**src/rtl/amba_bfm_pkg.sv**
```systemverilog
// amba_bfm_pkg
//   Shared AMBA bus-functional-model definitions: AHB-Lite transfer codes,
//   fixed size/burst encodings and the APB-to-AHB bridge state encoding.
package amba_bfm_pkg;

  typedef enum logic [1:0] {
    HTRANS_IDLE   = 2'b00,
    HTRANS_BUSY   = 2'b01,
    HTRANS_NONSEQ = 2'b10,
    HTRANS_SEQ    = 2'b11
  } htrans_e;

  localparam logic [2:0] HSIZE_WORD    = 3'b010;
  localparam logic [2:0] HBURST_SINGLE = 3'b000;

  typedef enum logic [1:0] {
    ST_IDLE = 2'd0,
    ST_ADDR = 2'd1,
    ST_DATA = 2'd2,
    ST_DONE = 2'd3
  } bridge_state_e;

endpackage : amba_bfm_pkg

```
**src/rtl/bfm_apbtoahb.sv**
```systemverilog
// bfm_apbtoahb
//   APB3 completer to AHB-Lite manager bridge. Every APB transfer becomes one
//   single word-sized AHB-Lite transfer; AHB read data and error status are
//   returned on the APB side. At most one AHB transfer is outstanding.
//
// Ports
//   HCLK, HRESETN             shared clock, asynchronous active-low reset
//   PSEL/PENABLE/PWRITE       APB control
//   PADDR, PWDATA             APB address / write data (PADDR used as HADDR)
//   PRDATA/PREADY/PSLVERR     APB response (registered)
//   HADDR/HTRANS/HWRITE       AHB address phase (registered)
//   HSIZE/HBURST/HMASTLOCK/HPROT  constant AHB attributes
//   HWDATA                    AHB write data (registered)
//   HRDATA/HREADY/HRESP       AHB response inputs
//
// All outputs come straight from flops; TPD is the nominal clock-to-output
// delay of the BFM and is a simulation-only annotation, not modelled here.
module bfm_apbtoahb
  import amba_bfm_pkg::*;
#(
  parameter int         TPD       = 1,
  parameter logic [3:0] HPROT_VAL = 4'b0011
) (
  input  logic        HCLK,
  input  logic        HRESETN,
  // APB completer side
  input  logic        PSEL,
  input  logic        PENABLE,
  input  logic        PWRITE,
  input  logic [31:0] PADDR,
  input  logic [31:0] PWDATA,
  output logic [31:0] PRDATA,
  output logic        PREADY,
  output logic        PSLVERR,
  // AHB-Lite manager side
  output logic [31:0] HADDR,
  output logic [1:0]  HTRANS,
  output logic        HWRITE,
  output logic [2:0]  HSIZE,
  output logic [2:0]  HBURST,
  output logic        HMASTLOCK,
  output logic [3:0]  HPROT,
  output logic [31:0] HWDATA,
  input  logic [31:0] HRDATA,
  input  logic        HREADY,
  input  logic        HRESP
);

  if (TPD < 0) begin : g_tpd_check
    $error("bfm_apbtoahb: TPD must be non-negative");
  end

  bridge_state_e state;
  htrans_e       htrans_q;
  logic [31:0]   wdata_q;   // write data latched in the APB setup phase

  // Constant transfer attributes are plain wires so they are valid in reset.
  assign HSIZE     = HSIZE_WORD;
  assign HBURST    = HBURST_SINGLE;
  assign HMASTLOCK = 1'b0;
  assign HPROT     = HPROT_VAL;
  assign HTRANS    = htrans_q;

  // NOTE: every register here, including the data-capture registers, is in
  // the reset list so a mid-transfer reset drops the bus to a clean idle.
  // NOTE: sequential state uses non-blocking assignments only, so all
  // branches see pre-edge values regardless of statement order.
  always_ff @(posedge HCLK or negedge HRESETN) begin
    if (!HRESETN) begin
      state    <= ST_IDLE;
      htrans_q <= HTRANS_IDLE;
      HADDR    <= 32'h0;
      HWRITE   <= 1'b0;
      HWDATA   <= 32'h0;
      wdata_q  <= 32'h0;
      PRDATA   <= 32'h0;
      PREADY   <= 1'b0;
      PSLVERR  <= 1'b0;
    end else begin
      case (state)
        ST_IDLE: begin
          // Only the setup phase starts a transfer; a stray access phase
          // (PSEL=1, PENABLE=1) seen here is ignored.
          if (PSEL && !PENABLE) begin
            HADDR    <= PADDR;
            HWRITE   <= PWRITE;
            wdata_q  <= PWDATA;
            htrans_q <= HTRANS_NONSEQ;
            state    <= ST_ADDR;
          end
        end

        ST_ADDR: begin
          // HRESP is meaningless while our address phase is pending.
          if (HREADY) begin
            htrans_q <= HTRANS_IDLE;
            HWDATA   <= wdata_q;
            state    <= ST_DATA;
          end
        end

        ST_DATA: begin
          // The first cycle of a two-cycle error (HRESP=1, HREADY=0) is just
          // another wait; the response is taken on the HREADY=1 cycle.
          if (HREADY) begin
            if (!HWRITE) begin
              PRDATA <= HRDATA;
            end
            PSLVERR <= HRESP;
            PREADY  <= 1'b1;
            state   <= ST_DONE;
          end
        end

        ST_DONE: begin
          // APB side is not rechecked: the completion pulse is one cycle.
          PREADY  <= 1'b0;
          PSLVERR <= 1'b0;
          state   <= ST_IDLE;
        end

        default: state <= ST_IDLE;
      endcase
    end
  end

endmodule : bfm_apbtoahb

```
**config.mk**
```make
export PLATFORM = sky130hd
export DESIGN_NAME = bfm_apbtoahb
export DESIGN_NICKNAME = d
export VERILOG_FILES = /design/src/rtl/amba_bfm_pkg.sv /design/src/rtl/bfm_apbtoahb.sv
export SDC_FILE = /design/constraint.sdc
export NUM_CORES = 1
export LEC_CHECK = 0
export BUFFER_PORTS_ARGS = -buffer_cell sky130_fd_sc_hd__buf_4
export CAP_MARGIN = 15
export CORE_MARGIN = 5
export CORE_UTILIZATION = 35
export DETAILED_ROUTE_END_ITERATION = 16
export GPL_ROUTABILITY_DRIVEN = 0
export PLACE_DENSITY = 0.65
export SYNTH_ARGS = -nofsm -noshare
export SYNTH_HDL_FRONTEND = slang
export SYNTH_SLANG_ARGS = --single-unit
```
**constraint.sdc**
```tcl
create_clock -name HCLK -period 2.85 [get_ports HCLK]
set_clock_uncertainty 0.2 [all_clocks]
set_input_delay 0.285 -clock HCLK [delete_from_list [all_inputs] [get_ports HCLK]]
set_output_delay 0.285 -clock HCLK [all_outputs]
set_load 0.01 [all_outputs]
```
-- Word level (Yosys, flattened, before mapping)
Cells that the tools add are included.
- equal/unequal tests: 6
- multiplexer cells: 11
- bitwise operators: 1
- reductions and logical operators: 11
- operator list (kind ; count):
    2-bit two-way mux ; 5
    3-bit AND reduction ; 3
    2-bit one-hot mux with 4 select lines ; 1
    2-bit inequality test, second input constant ; 3
    2-bit AND reduction ; 3
    2-bit equality test, second input constant ; 2
    1-bit one-hot mux with 2 select lines ; 2
    2-bit one-hot mux with 2 select lines ; 1
    2-bit nonzero test ; 2
    2-bit by 1-bit equality test with 1-bit output, second input constant ; 1
    2-bit zero test ; 1
    1-bit two-way mux ; 2
    1-bit logical AND ; 1
    1-bit zero test ; 1
    1-bit inverter ; 1
- register bits: 135
- bits of input ports: 103
- output and inout bits: 112
- logic and storage cells: 38

-- Longest topological paths before layout
Gate-level depths: netlist (run 1).
- depth after elaboration: 4
- gate-level depth with buffers: 6
- depth with buffers taken out: 5

-- Worst setup path after synthesis (run 1)
OpenSTA, ideal clock, no wires.
- kind: reg2reg
- from: register state[0]
- to: register HADDR[0]
- library setup time: 0.125 ns
- arrival: 1.404 ns
- data required time: 2.525 ns
- setup slack: 1.121 ns
- cell stages (with the launch flop): 7
- path buffers: 2
- clock period less this slack: 1.729 ns
- cells stage by stage: dfrtp_1 > inv_1 > ha_1 > nand3b_1 > buf_4 > buf_6 > mux2_4
- cells in the longest elaborated chain, start to end: 2
- ends and longest elaborated chain (item ; line ; source):
    start, declared ; bfm_apbtoahb.sv:53 ; bridge_state_e state;
    start signal, assigned ; bfm_apbtoahb.sv:70 ; state <= ST_IDLE;
    start signal, assigned ; bfm_apbtoahb.sv:89 ; state <= ST_ADDR;
    start signal, assigned ; bfm_apbtoahb.sv:98 ; state <= ST_DATA;
    2-bit zero test ; bfm_apbtoahb.sv:80 ; case (state)
    2-bit AND reduction (no source line) ; -- ;
    end signal, assigned ; bfm_apbtoahb.sv:72 ; HADDR <= 32'h0;
    end signal, assigned ; bfm_apbtoahb.sv:85 ; HADDR <= PADDR;
    end, declared ; bfm_apbtoahb.sv:36 ; output logic [31:0] HADDR,
Every way passes these cells.
A chain may end at the register's enable or synchronous reset.

-- Worst setup path in the final report (run 1)
- from: register state[0]
- to: register PRDATA[9]
- cells in the longest elaborated chain, start to end: 2
- ends and longest elaborated chain (item ; line ; source):
    2-bit equality test ; bfm_apbtoahb.sv:80 ;
    3-bit AND reduction (no source line) ; -- ;
    end signal, assigned ; bfm_apbtoahb.sv:76 ; PRDATA <= 32'h0;
    end signal, assigned ; bfm_apbtoahb.sv:107 ; PRDATA <= HRDATA;
    end, declared ; bfm_apbtoahb.sv:32 ; output logic [31:0] PRDATA,
Every way passes these cells.

==> impl_metrics.yaml, run 1 <==
status:
  status: "completed"
synthesis:
  syn_area_per_cell_um2: 17.0
  synth-xor-area-share: 0
  synth_cell_types: 21
  synth_cells: 318
  yosysSeqAreaShare: 0.619
  synth_compound_area_frac: 0.0102
  synthSimpleGateAreaFrac: 0.0106
  yosys_warnings: 0
  mappedNetlistArea_mm2: 0.00542
  synth_seq_cells: 134
  synth_mux_area_frac: 0.307
  synth_fa_ha_area_frac: 0.00924
  synth_top_family_by_area: "multiplexers"
power_and_ir_drop:
  cell_internal_pwr_mw: 6.37
  p_per_area_mw_per_mm2: 1040
  p_switching_mw: 2.62
  leakagePower_nw: 4.28
  switching_share: 0.291
  p_seq_frac: 0.379
  comb_power_share: 0.388
  total_power_mw: 8.99
  ir_worst_vdd_uv: 455
  clockPowerShare: 0.233
die:
  fp.dieH_um: 134
  core_area_mm2: 0.0152
  die_area_mm2: 0.0181
  start_util: 0.356
  dieWidth_um: 134
  rows: 45
  pin_count: 215
cts:
  cts_tree: "done"
  cts_max_level: 4
  clkTransAtPathRegs_ns: 0.05
  clockBufferDepth: 2
  cts.root.buffer_cell: "clkbuf_16"
  cts_post_setup_buffers_inserted: 0
  numCtsBuffers: 17
  cts.sinks: 134
  cts_resized: 0
  insertion_delay_ns: 0.41
  cts_hold_buf: 98
timing:
  timing.hold.ws_ns: 0.0509
  final-setup-viol-count: 0
  max_freq_mhz: 429
  min_period_ns: 2.33
  max_slew_margin: 0.389
  setup_slack_ns: 0.522
  rsz0062_at_grt: "false"
  period_share: 0.817
  final_max_slew_viol_count: 0
  setup-tns-final_ns: 0
  finalHoldViolCount: 0
  tightest_slew_ns: 0.914
place:
  hpwl_mm: 8.75
  port_buffers: 202
  place_area_mm2: 0.00707
  dp.cells: 698
  preCtsSetupSlack_ns: 0.510
final_layout:
  antenna_cells: 0
  final_cell_mix: "buf_4 (205), dfrtp_1 (134), dlygate4sd3_1 (98), mux2_2 (72), mux2_4 (50)"
  design_area_mm2: 0.00862
  final_cells: 827
  syn_to_final_growth_pct: 59.1
  final_nets: 734
  multiInputGateArea_mm2: 0.00187
  seq_area_mm2: 0.00335
  drive_gt1_frac: 0.568
  postLayoutCoreUtil: 0.567
  final_common_cell: "buf_4"
  fillCellCount: 1181
grt:
  grt_overflow: 0
  grtUsageTotal: 0.147
  antenna_found_initial: 0
  grt_pass1_vias: 4171
  grt_pass1_wl_mm: 20.9
  grt_max_degree: 70
drt:
  wl_mm: 13.1
  wl_per_cell_um: 15.9
  drc: 0
  dr.pass1.iters: 4
  vias_per_cell: 4.50
  ant_nets: 0
  drt_iter0_drc: 87
  route.vias.total: 3724
flow_run:
  cap_violations: 0
worst_hold_path:
  hold_end: "PSLVERR"
  hp-start: "HRESP"
  hold_class: "primary input to flip-flop"
  min_path_cells: 3
worst_setup_path:
  path_class: "flip-flop to flip-flop"
  arrival_ns: 2.41
  r2r_slack_ns: 0.52
  cp_max_fo: 26
  end_kind: "flip-flop"
  start_kind: "flip-flop"
  reg2regPathDepth: 5
  r2r-end: "PRDATA[9]"
  r2r-start: "state[0]"
  critPathRequiredTime_ns: 2.94
[metal layers]
layer / routed length, µm / track usage / part of all wire / up-vias
met2: 6720 / 0.249 / 0.51 / 133
met4: 410 / 0.0769 / 0.031 / 0
met3: 860 / 0.0450 / 0.066 / 32
met5: 0 / 0 / 0 / -
met1: 5130 / 0.167 / 0.39 / 1849
li1: - / - / - / 1710
[logic make-up after synthesis]
group / Yosys count
AO/OA/AOI/OAI: 7
adder cells (fa/ha/maj): 4
buffers and inverters: 31
flip-flops: 134
multiplexers: 131
other: 2
AND/OR/NAND/NOR: 9
[worst max path at each step]
| stage | cells after the start | from | slack (ns) | endpoint |
|---|---|---|---|---|
| after floorplan | 6 | state[0] | 1.12 | HADDR[0] |
| after global placement | 5 | state[0] | 0.62 | PRDATA[4] |
| after detailed placement | 5 | state[0] | 0.51 | PRDATA[31] |
| after CTS | 5 | state[0] | 0.50 | PRDATA[9] |
| after global routing | 5 | state[0] | 0.42 | PRDATA[4] |
| final | 5 | state[0] | 0.52 | PRDATA[9] |
[state kept, by name (all words and copies together), names as in the netlist]
register  flops
HTRANS        1
wdata_q      32
HWRITE        1
PSLVERR       1
HWDATA       32
state         2
PRDATA       32
PREADY        1
HADDR        32
[power by group through the flow]
stage	combinational, mW	clock (mW)	sequential (mW)
3_3_place_gp	3.33	0	3.41
6_report	3.49	2.10	3.41
3_5_place_dp	3.42	0	3.44
4_1_cts	3.54	2.16	3.42
2_1_floorplan	1.56	0	3.68
5_1_grt	3.74	2.25	3.54
[worst max-delay path: stages (launching register included)]
cell      delay (ns)
dfrtp_1         0.41
inv_1           0.10
ha_1            0.27
nand3b_2        0.56
buf_4           0.39
mux2_2          0.27
[cells in the mapped netlist]
cell | instances | share of area
dfrtp_1 | 134 | 0.62
mux2i_1 | 1 | 0.0018
nand3b_2 | 1 | 0.0021
nand2b_1 | 1 | 0.0012
a22o_1 | 3 | 0.0048
nand3b_1 | 1 | 0.0014
mux2_4 | 50 | 0.14
nor2b_1 | 3 | 0.0035
a2bb2oi_1 | 1 | 0.0016
o32a_1 | 1 | 0.0018
nand2_2 | 1 | 0.0012
o21ai_0 | 2 | 0.0018
mux2_1 | 8 | 0.017
ha_1 | 4 | 0.0092
buf_2 | 4 | 0.0037
buf_6 | 8 | 0.017
mux2_2 | 72 | 0.15
inv_1 | 5 | 0.0035
buf_4 | 14 | 0.019
conb_1 | 2 | 0.0014
nor2_1 | 2 | 0.0014
[cell type report]
class	instances	area share
clock buffer	18	0.0510
clock inverter	13	0.0154
inverter	5	0.00218
multi-input combinational	163	0.217
sequential	134	0.389
tap	188	0.0273
timing repair buffer	306	0.298
Note: power is estimated with default switching activity, not from simulation.
==> run 2, diff against run 1 <==
PLACE_DENSITY = 0.67   (was 0.65)
clock period = 2.12 ns   (was 2.85 ns; I/O delays follow)
==> run 2 against run 1 <==
Total power rose by 33%. Highest routed layer unchanged. Clock power rose by 28%. Largest cell class unchanged. Cell count rose by 0.12%. Register-to-register slack got worse by 0.34 ns.
==> impl_metrics.yaml, run 2 (synthesis gave the netlist of run 1 again) <==
final_layout:
  final_cells: 828
  antenna_cells: 0
  syn_to_final_growth_pct: 59.5
  drive_gt1_frac: 0.563
  final_cell_mix: "buf_4 (206), dfrtp_1 (134), dlygate4sd3_1 (99), mux2_2 (72), mux2_4 (50)"
  design_area_mm2: 0.00864
  fillCellCount: 1171
  final_nets: 738
  postLayoutCoreUtil: 0.569
  final_common_cell: "buf_4"
worst_setup_path:
  cp_max_fo: 37
  arrival_ns: 2.02
  end_kind: "flip-flop"
  path_class: "flip-flop to flip-flop"
  cp_slowest_cell: "dfrtp_1"
  startpoint: "state[0]"
  start_kind: "flip-flop"
  path_cells: "inv_1 -> ha_1 -> nand3b_1 -> buf_12 -> mux2_2"
  r2r-start: "state[0]"
  cp_slowest_stage_delay_ns: 0.39
  critPathRequiredTime_ns: 2.20
cts:
  clkTransAtPathRegs_ns: 0.05
  cts_post_setup_buffers_inserted: 0
  numCtsBuffers: 17
  insertion_delay_ns: 0.40
  cts.sinks: 134
  cts_max_level: 4
  cts_tree: "done"
  cts.root.buffer_cell: "clkbuf_16"
  clockBufferDepth: 2
timing:
  min_period_ns: 1.94
  final_max_slew_viol_count: 0
  setup-tns-final_ns: 0
  rsz0062_at_grt: "false"
  final-setup-viol-count: 0
  finalHoldViolCount: 0
  max_freq_mhz: 516
  timing.hold.ws_ns: 0.0422
  period_share: 0.913
power_and_ir_drop:
  leakagePower_nw: 4.30
  ir_worst_vdd_uv: 870
  p_per_area_mw_per_mm2: 1390
worst_hold_path:
  hp-start: "HREADY"
  hold_class: "primary input to flip-flop"
place:
  hpwl_mm: 8.87
  place_area_mm2: 0.00711
  port_buffers: 202
  dp.cells: 701
flow_run:
  cap_violations: 0
die:
  die_area_mm2: 0.0181
  fp.dieH_um: 134
  rows: 45
  pin_count: 215
  start_util: 0.356
  dieWidth_um: 134
  core_area_mm2: 0.0152
drt:
  drc: 0
  dr.pass1.iters: 4
  route.vias.total: 3643
  drt_iter0_drc: 104
  wl_mm: 13.3
  vias_per_cell: 4.40
  ant_nets: 0
  wl_per_cell_um: 16.0
grt:
  grt_overflow: 0
  antenna_found_initial: 0
  grtUsageTotal: 0.149
  grt_max_degree: 51
  grt_pass1_wl_mm: 21.2
  grt_pass1_vias: 4199
status:
  status: "completed"
-- run 2: report_power, final --
part	internal, mW	total, mW	switching [mW]	leakage, nW
clock network	1.71	2.69	0.982	0.264
logic	2.98	4.70	1.72	2.43
registers	3.87	4.61	0.738	1.61
total	8.56	12.0	3.44	4.30
-- run 2: layer usage --
layer | global-route usage | wire length (µm) | vias up
met5 | 0 | 0 | -
met4 | 0.0537 | 183 | 0
met3 | 0.0585 | 957 | 14
met2 | 0.257 | 6910 | 124
met1 | 0.168 | 5200 | 1802
li1 | - | - | 1703
-- run 2: path summary, 6_finish.rpt --
kind / endpoint / slack, ns / cells past startpoint
min reg2reg: PRDATA[11] / 0.30 / 1
max in group asynchronous: wdata_q[26] / 0.93 / 3
max reg2reg: wdata_q[11] / 0.18 / 5
min in group asynchronous: HADDR[23] / 0.11 / 2
min: state[0] / 0.04 / 3
max: wdata_q[11] / 0.18 / 5
-- run 2: cell type report --
cell class              instances  area, µm²  share of cell area
well taps                     188        235              0.0272
clock inverters                 4       47.5             0.00550
clock buffers                  24        492              0.0569
inverters                       5       18.8             0.00217
multi-input cells             163       1870               0.216
flip-flops and latches        134       3350               0.388
repair buffers                310       2630               0.304
-- run 2: repair_timing --
action	in CTS	in global routing
gates resized for setup	0	0
hold endpoints to repair	205	0
hold buffers	99	0
-- run 2: through the flow --
step           power, mW  worst slack [ns]
3_3_place_gp        9.11             0.224
6_report            12.0             0.184
4_1_cts             12.2             0.170
5_1_grt             12.7            0.0839
3_5_place_dp        9.26             0.177
2_1_floorplan       7.04             0.391
-- run 2: critical path: cells and delay by family (launching register included) --
family | cells | cell delay (ns)
mux | 1 | 0.37
simple gates | 1 | 0.21
buf+inv | 2 | 0.38
fa+ha+maj | 1 | 0.25
flops | 1 | 0.39
==> run 3, diff against run 2 <==
CORE_MARGIN = not set   (was 5)
HOLD_SLACK_MARGIN = 0.08   (was not set)
SKIP_CTS_REPAIR_TIMING = 1   (was not set)
==> run 3 against run 2 <==
Total power up 3.0%. Cell count up 0.60%. Maximum frequency down 0.97%. Die area down 12%. Routed wire length down 4.5%. Via count up 1.2%. Worst hold slack better by 0.093 ns. Global-route usage about the same. Worst setup slack worse by 0.019 ns. Sequential power about the same. Combinational power up 0.9%. Largest cell class unchanged. Largest power group unchanged. Highest routed layer unchanged.
==> impl_metrics.yaml, run 3 (synthesis gave the netlist of run 1 again) <==
grt:
  grt_pass1_wl_mm: 18.1
  grtUsageTotal: 0.149
  grt_overflow: 0
  grt_pass1_vias: 3582
  antenna_found_initial: 0
  grt_max_degree: 54
place:
  hpwl_mm: 8.09
  dp.cells: 703
  preCtsSetupSlack_ns: 0.162
  port_buffers: 202
timing:
  finalHoldViolCount: 0
  rsz0062_at_grt: "false"
  min_period_ns: 1.96
  max_freq_mhz: 511
  period_share: 0.922
  tightest_slew_ns: 0.530
  setup_slack_ns: 0.165
  setup-tns-final_ns: 0
  max_slew_margin: 0.647
  final_max_slew_viol_count: 0
  final-setup-viol-count: 0
cts:
  insertion_delay_ns: 0.41
  cts.root.buffer_cell: "clkbuf_16"
  numCtsBuffers: 17
  cts_max_level: 4
  cts.sinks: 134
  clockBufferDepth: 2
  clkTransAtPathRegs_ns: 0.06
  cts_tree: "done"
die:
  fp.dieH_um: 126
  start_util: 0.358
  dieWidth_um: 126
  core_area_mm2: 0.0151
  pin_count: 215
  die_area_mm2: 0.0160
  rows: 45
worst_setup_path:
  start_kind: "flip-flop"
  critPathRequiredTime_ns: 2.22
  cp_slowest_cell: "dfrtp_1"
  crit_buf_inv: 3
  worst_path_most_repeated_cell: "buf_12"
  end_kind: "flip-flop"
  cp_slowest_stage_delay_ns: 0.39
  arrival_ns: 2.05
  critPathTopFamily: "buffers and inverters"
  cp_max_fo: 26
  path_class: "flip-flop to flip-flop"
  path_cells: "inv_1 -> ha_1 -> nand3b_1 -> buf_12 -> buf_12 -> mux2_2"
final_layout:
  syn_to_final_growth_pct: 62.1
  drive_gt1_frac: 0.564
  final_common_cell: "buf_4"
  final_nets: 741
  final_cells: 833
  antenna_cells: 0
  final_cell_mix: "buf_4 (204), dfrtp_1 (134), dlygate4sd3_1 (100), mux2_2 (72), mux2_4 (50)"
drt:
  wl_per_cell_um: 15.2
  ant_nets: 0
  drc: 0
  drt_iter0_drc: 100
  route.vias.total: 3687
  vias_per_cell: 4.43
  dr.pass1.iters: 4
  wl_mm: 12.7
power_and_ir_drop:
  leakagePower_nw: 4.36
  ir_worst_vdd_uv: 799
  p_per_area_mw_per_mm2: 1410
worst_hold_path:
  hold_class: "primary input to asynchronous set/reset pin"
flow_run:
  cap_violations: 0
status:
  status: "completed"
run 3: cell count changes in the layout (fill, tap and decap cells not counted):
cell,before,now
buf_12,4,8
bufinv_16,1,4
clkbuf_8,4,1
buf_4,206,204
clkinvlp_4,1,3
dlygate4sd3_1,99,100
run 3: path summary, 6_finish.rpt:
kind | start | to | slack, ns | cells after the start
setup / recovery | state[0] | HADDR[31] | 0.16 | 6
hold / removal | HRESETN | HADDR[30] | 0.14 | 2
setup reg to reg | state[0] | HADDR[31] | 0.16 | 6
hold reg to reg | wdata_q[18] | HWDATA[18] | 0.29 | 1
max in group asynchronous | HRESETN | HWDATA[20] | 0.99 | 3
min in group HCLK | PSEL | HTRANS[1] | 0.14 | 4
run 3: report_power, final:
part           internal [mW]  leakage, nW  switching (mW)
combinational           3.01         2.47            1.73
clock                   1.98        0.285            1.05
sequential              3.87         1.61           0.718
run 3: metal layers:
| metal | global-route usage | vias up | wire length, µm |
|---|---|---|---|
| li1 | - | 1706 | - |
| met3 | 0.0590 | 24 | 763 |
| met5 | 0 | - | 0 |
| met2 | 0.251 | 130 | 6510 |
| met1 | 0.172 | 1827 | 5120 |
| met4 | 0.0532 | 0 | 258 |
run 3: layout make-up:
| class | count | area, µm² |
|---|---|---|
| multi-input combinational | 163 | 1870 |
| tap | 188 | 235 |
| timing repair buffer | 313 | 2700 |
| inverter | 5 | 18.8 |
| clock buffer | 21 | 450 |
| clock inverter | 9 | 153 |
| fill | 1168 | 6360 |
| sequential | 134 | 3350 |
run 3: worst reg2reg max path: cells and delay by family (launching register included):
kind	cells	cell delay [ns]
flops	1	0.39
simple gates	1	0.18
fa+ha+maj	1	0.26
mux	1	0.37
buf+inv	3	0.45
run 3: metrics by stage:
stage                     instance area [µm²]  total power, mW  utilization  hold slack, ns
after floorplan                          5460             7.04            -          -0.284
after global placement                   7180             9.07        0.474       -0.000911
after detailed placement                 7180             9.25        0.474          0.0185
after CTS                                7780             12.3        0.514          -0.428
after global routing                     8780             13.0        0.580           0.135
final                                    8780             12.4        0.580           0.135
